File: config.mk
export PLATFORM = sky130hd
export DESIGN_NAME = wait_fare_acc
export DESIGN_NICKNAME = d
export VERILOG_FILES = /design/src/rtl/wait_fare_acc.sv
export SDC_FILE = /design/constraint.sdc
export NUM_CORES = 1
export LEC_CHECK = 0
export BUFFER_PORTS_ARGS = -buffer_cell sky130_fd_sc_hd__buf_4
export CAP_MARGIN = 25
export CORE_ASPECT_RATIO = 0.7
export CORE_UTILIZATION = 58
export DETAILED_ROUTE_END_ITERATION = 16
export PLACE_DENSITY = 0.82
export SYNTH_ARGS = -nofsm -noshare
export SYNTH_HDL_FRONTEND = slang
export SYNTH_SLANG_ARGS = --single-unit
File: constraint.sdc
create_clock -name clk -period 6 [get_ports clk]
set_input_delay 0.3 -clock clk [delete_from_list [all_inputs] [get_ports clk]]
set_output_delay 0.3 -clock clk [all_outputs]
set_load 0.02 [all_outputs]
File: src/rtl/wait_fare_acc.sv
// Waiting-time fare accumulator for a taxi meter: counts stopped seconds during a trip
// and adds a BCD rate per charged waiting unit, saturating at 99.99.
module wait_fare_acc #(
    parameter int          WAIT_UNIT_S = 60,
    parameter int          FREE_UNITS  = 3,
    parameter logic [15:0] RATE_BCD    = 16'h0050
) (
    input  logic        clk,
    input  logic        rst,
    input  logic        trip_start,
    input  logic        trip_end,
    input  logic        sec_tick,
    input  logic        stopped,
    output logic [15:0] wait_fare_bcd,
    output logic [7:0]  wait_min_bcd,
    output logic        fare_update,
    output logic        sat
);

    localparam logic [7:0] LAST_SEC  = 8'(WAIT_UNIT_S - 1);
    localparam logic [7:0] FREE_UNIT = 8'(FREE_UNITS);

    typedef enum logic [1:0] {IDLE, RUN, HOLD} state_t;

    state_t      r_state, w_state_nxt;
    logic [7:0]  r_sec_cnt, r_unit_cnt, r_min;
    logic [15:0] r_fare;
    logic        r_upd, r_sat;

    logic        w_count, w_wrap, w_unit_done, w_charge, w_ovf, w_fare_chg;
    logic [7:0]  w_unit_nxt, w_min_nxt;
    logic [15:0] w_sum, w_fare_nxt;
    logic [4:0]  w_dsum;
    logic        w_carry;

    // NOTE: reset is synchronous active-high, so it only appears inside the clocked branch.
    always_ff @(posedge clk) begin
        if (rst) r_state <= IDLE;
        else     r_state <= w_state_nxt;
    end

    // NOTE: every combinational output gets a default first so no latch is inferred.
    always_comb begin
        w_state_nxt = r_state;
        if (trip_start)                      w_state_nxt = RUN;
        else if (trip_end && r_state == RUN) w_state_nxt = HOLD;
    end

    // A tick only counts in RUN when no higher-priority trip event shares its cycle.
    assign w_count     = (r_state == RUN) && !trip_start && !trip_end && sec_tick && stopped;
    assign w_wrap      = (r_sec_cnt == LAST_SEC);
    assign w_unit_done = w_count && w_wrap;
    assign w_unit_nxt  = (r_unit_cnt == 8'hFF) ? 8'hFF : r_unit_cnt + 8'd1;
    assign w_charge    = w_unit_done && (w_unit_nxt > FREE_UNIT) && !r_sat;

    always_comb begin
        w_min_nxt = r_min;
        if (r_min != 8'h99) begin
            if (r_min[3:0] == 4'd9) w_min_nxt = {r_min[7:4] + 4'd1, 4'd0};
            else                    w_min_nxt = r_min + 8'd1;
        end
    end

    // Digit-wise decimal adder; the final carry is the overflow out of the thousands digit.
    always_comb begin
        w_sum   = '0;
        w_dsum  = '0;
        w_carry = 1'b0;
        for (int i = 0; i < 4; i++) begin
            w_dsum = {1'b0, r_fare[4*i +: 4]} + {1'b0, RATE_BCD[4*i +: 4]} + {4'd0, w_carry};
            if (w_dsum > 5'd9) begin
                w_sum[4*i +: 4] = 4'(w_dsum - 5'd10);
                w_carry         = 1'b1;
            end else begin
                w_sum[4*i +: 4] = w_dsum[3:0];
                w_carry         = 1'b0;
            end
        end
    end

    assign w_ovf      = w_carry;
    assign w_fare_nxt = w_ovf ? 16'h9999 : w_sum;
    assign w_fare_chg = (w_fare_nxt != r_fare);

    // NOTE: state registers use non-blocking assignments so all of them update from pre-edge values.
    always_ff @(posedge clk) begin
        if (rst || trip_start) begin
            r_sec_cnt  <= '0;
            r_unit_cnt <= '0;
            r_min      <= '0;
            r_fare     <= '0;
            r_upd      <= 1'b0;
            r_sat      <= 1'b0;
        end else begin
            r_upd <= 1'b0;
            if (w_count) begin
                r_sec_cnt <= w_wrap ? 8'd0 : r_sec_cnt + 8'd1;
                if (w_wrap) begin
                    r_unit_cnt <= w_unit_nxt;
                    r_min      <= w_min_nxt;
                end
            end
            if (w_charge) begin
                r_fare <= w_fare_nxt;
                r_sat  <= w_ovf;
                r_upd  <= w_fare_chg;
            end
        end
    end

    assign wait_fare_bcd = r_fare;
    assign wait_min_bcd  = r_min;
    assign fare_update   = r_upd;
    assign sat           = r_sat;

endmodule
==> impl_metrics.csv <==
group,metric,value,unit
routing,drc,0,
synthesis,ys_async_sr_fraction,0,%
power,peakVddDrop,0.136,mV
global_routing,grt_pass1_vias,2120,
synthesis,synth_area,2580,sq um
sta,finalSetupTns,0,ps
worst_setup_path,r2r-start,"wait_fare_bcd[1]$_SDFFE_PP0P_",
worst_setup_path,crit_family,"compound AO/OA/AOI/OAI gates",
placed_design,place_inst,389,
sta,tightest_slew,909,ps
sta,fin_skew,4.60,ps
sta,fin_crit,4890,ps
synthesis,synth_top_area_share,34.1,%
cts,clk_pin_slew,90,ps
sta,relSlewSlack,37.8,%
sta,setup_violations,0,
worst_setup_path,cp_max_fo,7,
worst_setup_path,worst-path-buf-inv,1,
placed_design,routabilityCongestion,0.888,
worst_hold_path,min_from,"rst",
routing,drtIter0Drc,190,
sta,post-route-period-util,81.5,%
worst_setup_path,cp_cell_sequence,"o21ai_0 > ha_1 > inv_1 > ha_1 > o21ai_0 > o21ai_0 > mux2_2 > ha_1 > ha_1 > or2_2 > a21oi_1 > nor2_1 > ha_1 > ha_1 > o21a_1 > o221ai_1 > o21ai_0 > a211oi_1",
synthesis,syn_nets,341,
sta,fmax,204,MHz
global_routing,grt_max_degree,34,
synthesis,synth_most_common_cell,"dfxtp_1",
cts,clock-sinks,44,
worst_setup_path,worstPathRequired,6220,ps
routing,ant_nets,0,
global_routing,antenna_found_initial,0,
synthesis,ys_types,49,
sta,hold_viol,0,
worst_setup_path,startpoint_type,"register",
synthesis,yosysSeqAreaShare,34.1,%
cts,cts_hold_buf,0,
global_routing,overflow,0,
worst_setup_path,cpMaxStageDelayCell,"o221ai_1",
cts,cts_buffer_depth,2,
die,die_y,57.8,um
placed_design,io_buffers,31,
cells_and_area,fin_cells,397,
die,core,4090,sq um
routing,via_per_inst,6.08,
synthesis,synth-seq-cells,44,
synthesis,synthTopCellsByCount,"dfxtp_1 (44), nor2_1 (38), a21oi_1 (33)",
synthesis,synth_edf_count,0,
worst_setup_path,end_kind,"register",
power,p_leak,1.06,nW
synthesis,synth_flop_cell,"dfxtp_1",
routing,via_count,2413,
sta,fin_ws,1110,ps
worst_setup_path,crit_top_cell,"ha_1",
routing,wl_per_cell,14.8,um
cts,numCtsBuffers,5,
placed_design,pre_cts_ws,1230,ps
synthesis,syn_avg_cell_area,8.01,sq um
run_status,status,"completed",
cells_and_area,multi_input_area,1560,sq um
power,power,0.551,mW
synthesis,yosysTopAreaCell,"dfxtp_1",
cts,post_cts_resized,0,
die,die-width,81.7,um
cts,insertion_delay,310,ps
worst_setup_path,arrival,5120,ps
cts,ctsRootBufferMaster,"clkbuf_8",
sta,slew_viol_final,0,
routing,first_pass_iters,6,
worst_setup_path,worstSetupPathType,"reg -> reg",
cells_and_area,drive_gt1_share,14.8,%
run,maxCapViolations,0,
die,die-area,4720,sq um
synthesis,ys_warn_count,0,
cts,cts_setup_buffers,0,
cells_and_area,area_growth,12.8,%
cells_and_area,fillers,351,
cts,htree_num_levels,2,
worst_hold_path,hp-class,"in -> reg",
worst_setup_path,crit_path_max_incr_delay,440,ps
global_routing,grt_pass1_wl,9650,um
die,rows,19,
synthesis,netlist_instances,322,
power,powerDensity,189,nW/um^2
cts,cts_tree,"done",
cells_and_area,seq_area,881,sq um
synthesis,ys_top_cells_by_area,"dfxtp_1 (34%), a21oi_1 (6.4%), ha_1 (6.3%), nor2_1 (5.5%), nand2_1 (3.8%)",
sta,rsz0062_at_grt,"false",
cells_and_area,nets,363,
placed_design,detailed_place_hpwl,4050,um
worst_setup_path,crit_start,"wait_fare_bcd[1]$_SDFFE_PP0P_",
global_routing,grt_usage,26.9,%
die,pin_count,32,
die,start_util,63.1,%
routing,routed_wl,5870,um
cells_and_area,antenna-diode-count,0,
cells_and_area,utilization,71.1,%
## power by group
| group | switching (mW) | internal [mW] |
|---|---|---|
| logic | 0.00753 | 0.00388 |
| clock network | 0.111 | 0.136 |
| registers | 0.000492 | 0.292 |
| total | 0.119 | 0.432 |
## routing by layer
layer / global-route usage [%] / vias to the layer above / wire length (um)
li1: - / 1215 / -
met1: 38.5 / 1110 / 3010
met2: 38.0 / 80 / 2420
met3: 7.56 / 8 / 369
met4: 11.0 / 0 / 68
met5: 0 / - / 0
## sequential cells by signal (all words and copies together), names as in the netlist
register / count
r_sec_cnt: 8
r_state: 2
fare_update: 1
wait_min_bcd: 8
wait_fare_bcd: 16
sat: 1
r_unit_cnt: 8
## worst register-to-register path, stage by stage, from the launching register on
cell	delay, ps
dfxtp_1	370
o21ai_0	220
ha_1	210
inv_1	60
ha_1	350
o21ai_0	340
o21ai_0	150
mux2_2	330
ha_1	250
ha_1	370
or2_2	350
a21oi_1	160
nor2_1	70
ha_1	230
ha_1	310
o21a_1	190
o221ai_1	440
o21ai_0	170
a211oi_1	250
## final cells by class
class	instances	area share [%]
Clock buffer	6	2.84
Clock inverter	2	1.33
Inverter	14	1.81
Multi-Input combinational cell	248	53.5
Sequential cell	44	30.3
Tap cell	52	2.24
Timing Repair Buffer	31	8.00
## worst paths after layout
path | end | slack (ps) | cells after the start
worst max register to register | wait_fare_bcd[10]$_SDFFE_PP0P_ | 1110 | 18
worst min register to register | r_sec_cnt[5]$_SDFFE_PP0P_ | 500 | 2
worst min-delay path | r_state[0]$_SDFFE_PP0P_ | 150 | 2
worst max-delay path | wait_fare_bcd[10]$_SDFFE_PP0P_ | 1110 | 18
## per-stage QoR
stage,hold slack [ps],cell area (sq um)
final,148,2910
after floorplan,372,2580
after global placement,472,2790
after global routing,141,2910
after detailed placement,476,2790
after CTS,146,2910
## kinds of logic after synthesis
family | share of synthesized area, %
buf+inv | 5.53
compound gates | 21.1
mux | 1.60
flops | 34.1
xor+xnor | 4.75
fa+ha+maj | 6.30
simple gates | 26.6
## layout by cell type, fill, tap and decap left out, types with 2 or more instances in the layout
master	synthesis	routed
a211o_1	2	2
or2_2	2	2
dfxtp_1	44	44
a21oi_1	33	33
nor4_1	6	6
nor2_1	38	38
clkbuf_8	0	6
mux2i_1	3	3
xnor2_1	9	9
a211oi_1	3	3
o21ai_0	13	13
ha_1	13	13
nand4_1	7	7
nand2_1	26	26
xor2_1	5	5
nor3b_1	2	2
nand2b_1	3	3
o21a_1	3	3
o211ai_1	2	2
nand3b_1	2	2
buf_4	0	31
nor2b_1	5	5
inv_1	14	14
a31oi_1	10	10
o31ai_1	3	3
a311oi_1	5	5
and3_1	8	8
nor3_1	15	15
nand3_1	10	10
No activity file was read; power rests on OpenSTA's default activity.
